[src/rtl/jt10_adpcm_pkg.sv]
// Shared definitions for the ADPCM address sequencer.
// slot_act_e : what a channel slot does (idle, key-off, key-on, fetch, hold).
// ptr_width  : nibble-pointer width for a given ROM byte-address width.
package jt10_adpcm_pkg;

    typedef enum logic [2:0] {
        SLOT_IDLE,
        SLOT_KOFF,
        SLOT_KON,
        SLOT_FETCH,
        SLOT_HOLD
    } slot_act_e;

    // One extra LSB selects the nibble inside the addressed byte.
    function automatic int unsigned ptr_width(input int unsigned aw);
        return aw + 1;
    endfunction

endpackage

[src/rtl/jt10_adpcm_addr_seq_if.sv]
// ROM fetch / nibble decoder strobe bundle driven once per channel slot.
// addr_out : ROM byte address      sel   : 0 high nibble, 1 low nibble
// roe_n    : ROM output enable (L) decon : decoder enable
// clr      : decoder state reset for the slot's channel
interface jt10_adpcm_addr_seq_if #(
    parameter int unsigned AW = 20
);
    logic [AW-1:0] addr_out;
    logic          sel;
    logic          roe_n;
    logic          decon;
    logic          clr;

    modport master (output addr_out, sel, roe_n, decon, clr);
    modport slave  (input  addr_out, sel, roe_n, decon, clr);
endinterface

[src/rtl/jt10_adpcm_ch_ram.sv]
// Per-channel state array for the address sequencer.
// rd_*   : state of channel rd_ch (zero when rd_ch >= CH)
// up_*   : slot update written back to channel rd_ch when up_en
// wr_*   : start/end register write port, ignored for wr_ch >= CH
// on_vec : playing flags of all channels
module jt10_adpcm_ch_ram
    import jt10_adpcm_pkg::*;
#(
    parameter  int unsigned CH  = 6,
    parameter  int unsigned CW  = 3,
    parameter  int unsigned AW  = 20,
    parameter  int unsigned BLK = 8,
    localparam int unsigned SW  = AW - BLK,
    localparam int unsigned PW  = ptr_width(AW)
) (
    input  logic          clk,
    input  logic          rst_n,
    input  logic [CW-1:0] rd_ch,
    output logic [PW-1:0] rd_ptr,
    output logic          rd_on,
    output logic          rd_skip,
    output logic          rd_lclr,
    output logic [SW-1:0] rd_start,
    output logic [SW-1:0] rd_end,
    input  logic          up_en,
    input  logic [PW-1:0] up_ptr,
    input  logic          up_on,
    input  logic          up_skip,
    input  logic          up_lclr,
    input  logic          wr_start,
    input  logic          wr_end,
    input  logic [CW-1:0] wr_ch,
    input  logic [SW-1:0] wr_data,
    output logic [CH-1:0] on_vec
);

    localparam int unsigned IW = (CH > 1) ? $clog2(CH) : 1;

    logic [PW-1:0] ptr_q   [CH];
    logic [SW-1:0] start_q [CH];
    logic [SW-1:0] end_q   [CH];
    logic [CH-1:0] on_q;
    logic [CH-1:0] skip_q;
    logic [CH-1:0] lclr_q;     // loop restart: raise clr on the following slot

    logic          rd_ok;
    logic          wr_ok;
    logic [IW-1:0] rd_idx;
    logic [IW-1:0] wr_idx;

    assign rd_ok  = 32'(rd_ch) < CH;
    assign wr_ok  = 32'(wr_ch) < CH;
    assign rd_idx = IW'(rd_ch);
    assign wr_idx = IW'(wr_ch);

    // Read port at the slot channel
    always_comb begin
        rd_ptr   = '0;
        rd_on    = 1'b0;
        rd_skip  = 1'b0;
        rd_lclr  = 1'b0;
        rd_start = '0;
        rd_end   = '0;
        if (rd_ok) begin
            rd_ptr   = ptr_q[rd_idx];
            rd_on    = on_q[rd_idx];
            rd_skip  = skip_q[rd_idx];
            rd_lclr  = lclr_q[rd_idx];
            rd_start = start_q[rd_idx];
            rd_end   = end_q[rd_idx];
        end
    end

    // Slot write-back plus the independent start/end register port
    always_ff @(posedge clk or negedge rst_n) begin
        if (!rst_n) begin
            for (int i = 0; i < int'(CH); i++) begin
                ptr_q[i]   <= '0;
                start_q[i] <= '0;
                end_q[i]   <= '0;
            end
            on_q   <= '0;
            skip_q <= '0;
            lclr_q <= '0;
        end else begin
            if (up_en && rd_ok) begin
                ptr_q[rd_idx]  <= up_ptr;
                on_q[rd_idx]   <= up_on;
                skip_q[rd_idx] <= up_skip;
                lclr_q[rd_idx] <= up_lclr;
            end
            if (wr_start && wr_ok) start_q[wr_idx] <= wr_data;
            if (wr_end && wr_ok)   end_q[wr_idx]   <= wr_data;
        end
    end

    assign on_vec = on_q;

endmodule

[src/rtl/jt10_adpcm_addr_seq.sv]
// ADPCM ROM address sequencer for CH time-multiplexed channels.
// clk, rst_n          : clock, async active-low reset
// cen, cur_ch         : slot enable and the channel served by the slot
// key_on/key_off      : per-channel start/stop pulses (held pending until the slot)
// loop_en             : per-channel loop mode, sampled at end of sample
// wr_start/wr_end/... : start/end register write, value in 2^BLK byte blocks
// rom                 : ROM address / nibble select / strobes, registered per slot
// flags, clr_flags    : sticky end-of-sample flags and their level clear
// busy                : channel is playing
module jt10_adpcm_addr_seq
    import jt10_adpcm_pkg::*;
#(
    parameter  int unsigned CH  = 6,
    parameter  int unsigned CW  = 3,
    parameter  int unsigned AW  = 20,
    parameter  int unsigned BLK = 8,
    localparam int unsigned SW  = AW - BLK,
    localparam int unsigned PW  = ptr_width(AW)
) (
    input  logic                  clk,
    input  logic                  rst_n,
    input  logic                  cen,
    input  logic [CW-1:0]         cur_ch,
    input  logic [CH-1:0]         key_on,
    input  logic [CH-1:0]         key_off,
    input  logic [CH-1:0]         loop_en,
    input  logic                  wr_start,
    input  logic                  wr_end,
    input  logic [CW-1:0]         wr_ch,
    input  logic [SW-1:0]         wr_data,
    jt10_adpcm_addr_seq_if.master rom,
    output logic [CH-1:0]         flags,
    input  logic [CH-1:0]         clr_flags,
    output logic [CH-1:0]         busy
);

    localparam int unsigned IW = (CH > 1) ? $clog2(CH) : 1;

    logic [CH-1:0] pend_on_q;
    logic [CH-1:0] pend_off_q;
    logic [CH-1:0] flags_q;
    logic [PW-1:0] addr_q;
    logic          roe_n_q;
    logic          decon_q;
    logic          clr_q;

    logic [PW-1:0] rd_ptr;
    logic          rd_on;
    logic          rd_skip;
    logic          rd_lclr;
    logic [SW-1:0] rd_start;
    logic [SW-1:0] rd_end;

    logic          up_en;
    logic [PW-1:0] up_ptr;
    logic          up_on;
    logic          up_skip;
    logic          up_lclr;

    logic          ch_ok;
    logic [IW-1:0] ch_idx;
    logic [CH-1:0] ch_bit;
    logic [CH-1:0] cons;
    logic [CH-1:0] set_c;
    logic [PW-1:0] start_ptr;
    logic          end_hit;
    slot_act_e     act;
    logic          nxt_roe_n;
    logic          nxt_decon;
    logic          nxt_clr;
    logic          ld_addr;
    logic [PW-1:0] nxt_addr;

    jt10_adpcm_ch_ram #(
        .CH  (CH),
        .CW  (CW),
        .AW  (AW),
        .BLK (BLK)
    ) u_ram (
        .clk      (clk),
        .rst_n    (rst_n),
        .rd_ch    (cur_ch),
        .rd_ptr   (rd_ptr),
        .rd_on    (rd_on),
        .rd_skip  (rd_skip),
        .rd_lclr  (rd_lclr),
        .rd_start (rd_start),
        .rd_end   (rd_end),
        .up_en    (up_en),
        .up_ptr   (up_ptr),
        .up_on    (up_on),
        .up_skip  (up_skip),
        .up_lclr  (up_lclr),
        .wr_start (wr_start),
        .wr_end   (wr_end),
        .wr_ch    (wr_ch),
        .wr_data  (wr_data),
        .on_vec   (busy)
    );

    assign ch_ok     = 32'(cur_ch) < CH;
    assign ch_idx    = IW'(cur_ch);
    assign ch_bit    = ch_ok ? (CH'(1) << ch_idx) : '0;
    assign cons      = cen ? ch_bit : '0;
    assign start_ptr = {rd_start, {(BLK+1){1'b0}}};
    // Last nibble of the end block
    assign end_hit   = (rd_ptr[PW-1:BLK+1] == rd_end) && (&rd_ptr[BLK:0]);

    // Slot action, key-off beats key-on beats playback
    always_comb begin
        act = SLOT_IDLE;
        if (cen && ch_ok) begin
            if (pend_off_q[ch_idx])     act = SLOT_KOFF;
            else if (pend_on_q[ch_idx]) act = SLOT_KON;
            else if (rd_on)             act = SLOT_FETCH;
            else                        act = SLOT_HOLD;
        end
    end

    // Channel update and next output values for the slot
    always_comb begin
        up_en     = 1'b0;
        up_ptr    = rd_ptr;
        up_on     = rd_on;
        up_skip   = rd_skip;
        up_lclr   = rd_lclr;
        nxt_roe_n = 1'b1;
        nxt_decon = 1'b0;
        nxt_clr   = 1'b0;
        ld_addr   = 1'b0;
        nxt_addr  = rd_ptr;
        set_c     = '0;
        case (act)
            SLOT_KOFF: begin
                up_en   = 1'b1;
                up_on   = 1'b0;
                up_lclr = 1'b0;
                nxt_clr = 1'b1;
            end
            SLOT_KON: begin
                up_en    = 1'b1;
                up_ptr   = start_ptr;
                up_on    = 1'b1;
                up_skip  = 1'b1;
                up_lclr  = 1'b0;
                nxt_clr  = 1'b1;
                ld_addr  = 1'b1;
                nxt_addr = start_ptr;
            end
            SLOT_FETCH: begin
                up_en     = 1'b1;
                nxt_roe_n = 1'b0;
                nxt_decon = 1'b1;
                ld_addr   = 1'b1;
                if (rd_skip) begin
                    // First slot after (re)start: pointer holds, loop restart resets decoder
                    up_skip = 1'b0;
                    up_lclr = 1'b0;
                    nxt_clr = rd_lclr;
                end else if (end_hit) begin
                    set_c = ch_bit;
                    if (loop_en[ch_idx]) begin
                        up_ptr  = start_ptr;
                        up_skip = 1'b1;
                        up_lclr = 1'b1;
                    end else begin
                        up_on = 1'b0;
                    end
                end else begin
                    up_ptr = rd_ptr + PW'(1);
                end
            end
            SLOT_IDLE, SLOT_HOLD: ;
            default: ;
        endcase
    end

    // Pending keys, flags and slot output registers
    always_ff @(posedge clk or negedge rst_n) begin
        if (!rst_n) begin
            pend_on_q  <= '0;
            pend_off_q <= '0;
            flags_q    <= '0;
            addr_q     <= '0;
            roe_n_q    <= 1'b1;
            decon_q    <= 1'b0;
            clr_q      <= 1'b0;
        end else begin
            // A pulse landing on the consuming clk survives for the next slot
            pend_on_q  <= (pend_on_q & ~cons) | key_on;
            pend_off_q <= (pend_off_q & ~cons) | key_off;
            flags_q    <= (flags_q & ~clr_flags) | set_c;
            if (cen) begin
                roe_n_q <= nxt_roe_n;
                decon_q <= nxt_decon;
                clr_q   <= nxt_clr;
                if (ld_addr) addr_q <= nxt_addr;
            end
        end
    end

    assign rom.addr_out = addr_q[PW-1:1];
    assign rom.sel      = addr_q[0];
    assign rom.roe_n    = roe_n_q;
    assign rom.decon    = decon_q;
    assign rom.clr      = clr_q;
    assign flags        = flags_q;

endmodule

[src/flat_wrapper.sv]
// flat-port wrapper written by rule: the top's interface ports become plain ports
module jt10_adpcm_addr_seq_flat import jt10_adpcm_pkg::*;
#(
    parameter  int unsigned CH  = 6,
    parameter  int unsigned CW  = 3,
    parameter  int unsigned AW  = 20,
    parameter  int unsigned BLK = 8,
    localparam int unsigned SW  = AW - BLK,
    localparam int unsigned PW  = ptr_width(AW)
)
  (clk, rst_n, cen, cur_ch, key_on, key_off, loop_en, wr_start, wr_end, wr_ch, wr_data, flags, clr_flags, busy, rom_addr_out, rom_sel, rom_roe_n, rom_decon, rom_clr);
  jt10_adpcm_addr_seq_if #(.AW(AW)) rom_i ();
  input  logic clk;
  input  logic rst_n;
  input  logic cen;
  input  logic [CW-1:0] cur_ch;
  input  logic [CH-1:0] key_on;
  input  logic [CH-1:0] key_off;
  input  logic [CH-1:0] loop_en;
  input  logic wr_start;
  input  logic wr_end;
  input  logic [CW-1:0] wr_ch;
  input  logic [SW-1:0] wr_data;
  output logic [CH-1:0] flags;
  input  logic [CH-1:0] clr_flags;
  output logic [CH-1:0] busy;
  output wire logic [$bits(rom_i.addr_out)-1:0] rom_addr_out;
  output wire logic [$bits(rom_i.sel)-1:0] rom_sel;
  output wire logic [$bits(rom_i.roe_n)-1:0] rom_roe_n;
  output wire logic [$bits(rom_i.decon)-1:0] rom_decon;
  output wire logic [$bits(rom_i.clr)-1:0] rom_clr;
  assign rom_addr_out = rom_i.addr_out;
  assign rom_sel = rom_i.sel;
  assign rom_roe_n = rom_i.roe_n;
  assign rom_decon = rom_i.decon;
  assign rom_clr = rom_i.clr;
  jt10_adpcm_addr_seq #(.CH(CH), .CW(CW), .AW(AW), .BLK(BLK)) u_core (.clk(clk), .rst_n(rst_n), .cen(cen), .cur_ch(cur_ch), .key_on(key_on), .key_off(key_off), .loop_en(loop_en), .wr_start(wr_start), .wr_end(wr_end), .wr_ch(wr_ch), .wr_data(wr_data), .rom(rom_i), .flags(flags), .clr_flags(clr_flags), .busy(busy));
endmodule
[config.mk]
export PLATFORM = sky130hd
export DESIGN_NAME = jt10_adpcm_addr_seq_flat
export DESIGN_NICKNAME = d
export VERILOG_FILES = /design/src/rtl/jt10_adpcm_pkg.sv /design/src/rtl/jt10_adpcm_addr_seq_if.sv /design/src/rtl/jt10_adpcm_ch_ram.sv /design/src/rtl/jt10_adpcm_addr_seq.sv /design/src/flat_wrapper.sv
export SDC_FILE = /design/constraint.sdc
export NUM_CORES = 1
export LEC_CHECK = 0
export CAP_MARGIN = 20
export CORE_MARGIN = 10
export CORE_UTILIZATION = 50
export CTS_BUF_LIST = sky130_fd_sc_hd__clkbuf_16
export CTS_CLUSTER_SIZE = 10
export DETAILED_ROUTE_END_ITERATION = 10
export GPL_TIMING_DRIVEN = 0
export PLACE_DENSITY = 0.79
export SLEW_MARGIN = 5
export SYNTH_ARGS = -nofsm -noshare
export SYNTH_HDL_FRONTEND = slang
export SYNTH_HIERARCHICAL = 1
export SYNTH_SLANG_ARGS = --single-unit
[constraint.sdc]
create_clock -name clk -period 4.25 [get_ports clk]
set_input_delay 0.85 -clock clk [delete_from_list [all_inputs] [get_ports clk]]
set_output_delay 0.85 -clock clk [all_outputs]
set_load 0.01 [all_outputs]
* Yosys cells after proc, flatten, opt, wreduce, memory -nomap -nowiden *
Index checks and enable logic that the tools add are counted.

word-level totals
  register bits = 330
  bits of input ports = 47
  output and inout bits = 36
  word-level logic and storage cells = 136

operators by class
  $add $sub $neg = 1
  magnitude comparators = 8
  equality and inequality tests = 4
  shift-type cells = 1
  multiplexer cells = 71
  bitwise operators = 10
  reduce and logical (&&, ||, !) cells = 13

operators by type and width
  kind                                                                          number
  21-bit two-way mux                                                            8
  72-bit bitwise mux                                                            2
  126-bit bitwise mux                                                           1
  12-bit two-way mux                                                            7
  12-bit binary-select mux with 3-bit select                                    2
  21-bit binary-select mux with 3-bit select                                    1
  21-bit demux with 3-bit select                                                1
  21-bit case mux with 2 select lines                                           1
  12-bit demux with 3-bit select                                                1
  6-bit two-way mux                                                             5
  1-bit two-way mux                                                             24
  21-bit by 1-bit adder with 21-bit output, second input constant               1
  6-bit AND                                                                     3
  1-bit binary-select mux with 3-bit select                                     6
  6-bit bitwise mux                                                             3
  6-bit OR                                                                      3
  12-bit == test                                                                1
  3-bit two-way mux                                                             4
  6-bit NOT                                                                     2
  9-bit AND reduction                                                           1
  4-bit >= comparator, second input constant                                    2
  1-bit logical AND                                                             8
  4-bit by 1-bit less-than comparator with 1-bit output, second input constant  2
  3-bit NOT with 4-bit output                                                   2
  other kinds (12)                                                              17

* Longest topological paths before layout *
  word-level depth = 11
  mapped depth = 20

* By module *
The synthesis kept the hierarchy.

by module, submodules not included
  module               times used  cells each  area an instance (um^2)  seq. area each (um^2)
  jt10_adpcm_ch_ram    1           930         13123.8                  7206.9
  jt10_adpcm_addr_seq  1           374         3149.3                   1052.3

* Worst setup path after synthesis *
Ideal clock, no wire load.

  path kind = input port to flip-flop
  start point = in cur_ch[0]
  end point = reg u_core/u_ram/ptr_q[125] (netlist bit)
  setup time = 125 ps
  arrival time = 4329 ps
  required time = 4125 ps
  slack = -203 ps
  stages on the path = 19
  path buffers = 5
  cell sequence = buf_2 -> buf_4 -> buf_4 -> buf_4 -> mux2i_1 -> o221ai_1 -> ha_1 -> nand2_1 -> nor2_1 -> and3_1 -> ha_1 -> nand2_1 -> nor4_4 -> or3b_1 -> buf_2 -> o211ai_2 -> a21oi_1 -> a221o_1 -> mux2_2

on the way
  cells in the longest elaborated chain, start to end = 11
  elaborated cells between the ends (all ways) = 51

RTL lines
  what                                                                                              RTL line                    source
  start, declared                                                                                   flat_wrapper.sv:16          input logic [CW-1:0] cur_ch;
  3-bit NOT with 4-bit output (not written as such)                                                 jt10_adpcm_ch_ram.sv:65     rd_ptr = ptr_q[rd_idx];
  21-bit binary-select mux with 3-bit select                                                        jt10_adpcm_ch_ram.sv:65
  21-bit two-way mux (not written as such) (2 in a row)                                             jt10_adpcm_ch_ram.sv:65
  21-bit two-way mux *                                                                              jt10_adpcm_ch_ram.sv:64     if (rd_ok) begin
  net u_core.rd_ptr[1]                                                                              jt10_adpcm_addr_seq.sv:47   logic [PW-1:0] rd_ptr;
  parallel branches: the longest is 2 deep, another holds 21-bit by 1-bit adder with 21-bit output  n/a
  21-bit two-way mux *                                                                              jt10_adpcm_addr_seq.sv:160  end else if (end_hit) begin
  21-bit two-way mux *                                                                              jt10_adpcm_addr_seq.sv:155  if (rd_skip) begin
  21-bit case mux with 2 select lines *                                                             jt10_adpcm_addr_seq.sv:133  case (act)
  net u_core.up_ptr[20]                                                                             jt10_adpcm_addr_seq.sv:55   logic [PW-1:0] up_ptr;
  126-bit bitwise mux *                                                                             jt10_adpcm_ch_ram.sv:87     ptr_q[rd_idx] <= up_ptr;
  end signal, assigned by index                                                                     jt10_adpcm_ch_ram.sv:87
  end, declared                                                                                     jt10_adpcm_ch_ram.sv:39     logic [PW-1:0] ptr_q [CH];

Mark *: on every way through the listed nets, which the timed path passes. The select of a mux whose other input is x is not followed.
A chain may end at the register's enable or synchronous reset.

* Final worst setup path *
  start point = in cur_ch[1]
  end point = reg u_core/u_ram/ptr_q[41] (netlist bit)

on the way
  cells in the longest elaborated chain, start to end = 11
  elaborated cells between the ends (all ways) = 51

RTL lines
  what                                                                                              RTL line
  3-bit NOT with 4-bit output (not written as such)                                                 jt10_adpcm_ch_ram.sv:65
  21-bit binary-select mux with 3-bit select                                                        jt10_adpcm_ch_ram.sv:65
  21-bit two-way mux (not written as such) (2 in a row)                                             jt10_adpcm_ch_ram.sv:65
  21-bit two-way mux *                                                                              jt10_adpcm_ch_ram.sv:64
  net u_core.rd_ptr[17]                                                                             jt10_adpcm_addr_seq.sv:47
  parallel branches: the longest is 2 deep, another holds 21-bit by 1-bit adder with 21-bit output  n/a
  21-bit two-way mux *                                                                              jt10_adpcm_addr_seq.sv:160
  21-bit two-way mux *                                                                              jt10_adpcm_addr_seq.sv:155
  21-bit case mux with 2 select lines *                                                             jt10_adpcm_addr_seq.sv:133
  net u_core.up_ptr[20]                                                                             jt10_adpcm_addr_seq.sv:55
  126-bit bitwise mux *                                                                             jt10_adpcm_ch_ram.sv:87

Marked as above.

==> flow_summary.yaml <==
run_status:
  status: "complete, no violations"
final_layout:
  drive_gt1_share_pct: 35.08
  fin_nets: 1484
  num_antenna_cells: 0
  area_growth_pct: 18.24
  fin_cells: 1890
  postLayoutCellArea_sq_um: 19240
global_route:
  grt_pass1_wl_microns: 70430
  grt_max_degree: 115
  grt_usage_pct: 21.92
  grt_pass1_vias: 12106
  antenna_found_initial: 0
  grt-ovfl-total: 0
drt:
  via_count: 11677
  antenna_left: 0
  vias_per_cell: 6.178
  wl_per_cell_microns: 24.02
  drtIter0Drc: 1038
  firstDrtPassIters: 5
  drc: 0
  wirelength_microns: 45400
timing:
  finalHoldViolCount: 0
  skew_ps: 28.28
  fin_crit_sh_pct: 98.26
  finalMaxSlewViolations: 0
  fmax_mhz: 239.5
  worst_pin_slew_ps: 955.5
  final.setup.tns_ps: 0
  timing.slew.headroom_pct: 35.95
  post-route-min-period_ps: 4176
  finalSetupViolCount: 0
clocking:
  cts_sinks: 330
  htreeDepth: 2
  numCtsBuffers: 39
  cts_tree: "yes"
  holdBufCountCts: 0
  clock_latency_ps: 530
  clk_root_buffer_cell: "clkbuf_16"
  cts_buffer_depth: 3
  clk_pin_slew_worst_paths_ps: 60
setup_path:
  r2r-start: "u_core/u_ram/ptr_q[84]"
  reg2regPathDepth: 16
  r2r_setup_slack_ps: 530
  cp-start-kind: "input port"
  worstPathMaxFanout: 13
  endpoint_kind: "register"
  cp.arrival_ps: 4580
  crit_type: "input port to register"
  rr_endpoint: "u_core/u_ram/ptr_q[41]"
  cp-endpoint: "u_core/u_ram/ptr_q[41]"
  cp.required_ps: 4650
  crit_start: "cur_ch[1]"
synth:
  avgSynthCellArea_sq_um: 12.48
  synth_cell_types: 68
  syn_area_sq_um: 16270
  synth_top_area_share_pct: 50.59
  syn_nets: 1353
  async_reset_ff_share_pct: 100.0
  synth-seq-cells: 330
  synth-seq-area-share_pct: 50.75
  yosys-top-cells-count: "329 x dfrtp_1, 328 x mux2_2, 104 x mux2i_1"
  ys_top_cells_by_area: "dfrtp_1 51%, mux2_2 23%, mux2i_1 6.4%, o221ai_1 2.3%, nand2_1 1.6%"
  synthFlopType: "dfrtp_1"
  synth_top_area_cell: "dfrtp_1"
  postSynthCellCount: 1304
  synth-edff-count: 0
  yosysMostFrequentCell: "dfrtp_1"
  yosysWarnings: 6
power:
  total_power_uw: 8196
  combPwrFrac_pct: 17.7
  seqPwrFrac_pct: 46.8
  p_per_area_nw_per_um2: 426.0
  switchingPower_uw: 2226
  p_sw_share_pct: 27.15
  p_int_uw: 5970
  clock_power_share_pct: 35.5
  ir_drop_mv: 0.3029
  power.leakage_uw: 0.008601
placement:
  place_area_sq_um: 17720
  port-buffer-count: 80
  place_inst: 1828
  place.gp.congestion: 0.9069
  place_hpwl_microns: 30230
flow_run:
  maxCapViolCount: 0
die:
  io_pins: 83
  design.die.area_sq_um: 40160
  fp.coreArea_sq_um: 32290
  die_w_microns: 200.4
  dieHeight_microns: 200.4
  rows: 66
  initial_utilization_pct: 50.40
worst_hold_path:
  holdCritPathClass: "input port to async pin"
-- power groups by stage --
stage	clock [uW]	combinational [uW]	sequential, uW
CTS	2950	1430	3830
floorplan	0	874	3810
global route	3080	1560	3880
finish	2910	1450	3840
global placement	0	1340	3860
detailed placement	0	1390	3880
-- flip-flops by register name (all words and copies together), names as in the netlist --
signal	flops
u_core/addr_q	21
u_core/u_ram/ptr_q	126
u_core/rom.roe_n	1
u_core/rom.clr	1
u_core/u_ram/end_q	72
u_core/u_ram/lclr_q	6
u_core/u_ram/start_q	72
u_core/u_ram/on_vec	6
u_core/pend_on_q	6
u_core/pend_off_q	6
u_core/u_ram/skip_q	6
u_core/flags	6
u_core/rom.decon	1
-- layer usage --
layer | global-route usage [%] | wire length, microns | share of wire (%) | up-vias
met4 | 7.520 | 1262 | 2.8 | 0
met2 | 36.17 | 22020 | 48 | 511
met3 | 4.002 | 3336 | 7.3 | 90
met1 | 28.53 | 18790 | 41 | 6027
met5 | 0 | 0 | 0 | -
li1 | - | - | - | 5049
-- worst max-delay path, cell delays in order --
cell and delay (ps):
buf_4 190, nor2_2 210, buf_4 280, buf_2 320
nand2_1 90, o221ai_1 80, buf_2 250, xnor2_1 140
nand4_1 170, nor4_4 540, or3b_4 450, buf_6 150
o211ai_2 130, a21oi_1 60, a221o_1 370, mux2_2 290
-- area by class of cell --
class                           instances  area, sq um
Inverter                               15        56.30
Clock buffer                           40         1001
Buffer                                 98        679.4
Timing Repair Buffer                   93        953.4
Sequential cell                       330         8259
Fill cell                            2470        13050
Multi-Input combinational cell        858         7667
Clock inverter                         14        71.32
Tap cell                              442        553.0
-- how the worst min path moves through the flow --
stage	from	endpoint	slack (ps)
after floorplan	u_core/pend_off_q[1]	u_core/pend_off_q[1]	440
after global placement	u_core/pend_off_q[2]	u_core/pend_off_q[2]	450
after detailed placement	u_core/pend_off_q[4]	u_core/pend_off_q[4]	470
after CTS	rst_n	u_core/flags[4]	420
after global routing	rst_n	u_core/flags[4]	450
final	rst_n	u_core/flags[4]	400
-- cells by family (layout without fill, tap and decap cells) --
| kind of cell | count (synthesis) | after routing | share of synthesized area [%] |
|---|---|---|---|
| adder cells (fa/ha/maj) | 2 | 2 | 0.1538 |
| XOR/XNOR | 13 | 13 | 0.6997 |
| flip-flops | 330 | 330 | 50.75 |
| multiplexers | 437 | 437 | 29.46 |
| buffers and inverters | 116 | 260 | 3.514 |
| AND/OR/NAND/NOR | 216 | 216 | 6.874 |
| AO/OA/AOI/OAI | 190 | 190 | 8.542 |
-- repair_timing --
action / 4_1_cts / 5_1_grt
resized for setup: 60 / 48
setup buffers: 7 / 4
setup endpoints to repair: 150 / 137
pin swaps: 8 / 10
hold endpoints to repair: 0 / 0
-- layout by cell type, fill, tap and decap left out, types with 6 or more instances in the layout --
cell and count:
buf_12 6, nand2b_1 10, o221ai_1 33, a22o_1 16, clkbuf_16 40, nor2_1 51
clkbuf_2 9, buf_6 7, nand3_1 25, inv_1 25, mux2_2 327, clkbuf_4 6
a21o_1 15, a22oi_1 11, xnor2_1 12, a221o_1 12, o22ai_1 21, mux2i_1 104
o21ai_0 24, o221ai_2 6, dfrtp_1 329, buf_4 29, clkdlybuf4s50_1 78, nor2b_1 8
buf_2 27, nand2_1 67, clkbuf_1 22, nand4_1 7, a21oi_1 25
-- through the flow --
stage	hold WS (ps)	worst slack [ps]	utilization, %
2_1_floorplan	441.9	8.058	-
3_3_place_gp	453.6	-11370	54.68
3_5_place_dp	466.3	-1971	54.87
4_1_cts	419.2	0.7812	59.01
5_1_grt	445.1	-33.89	59.59
6_report	400.2	73.98	59.59
(Power assumes the default switching activity.)
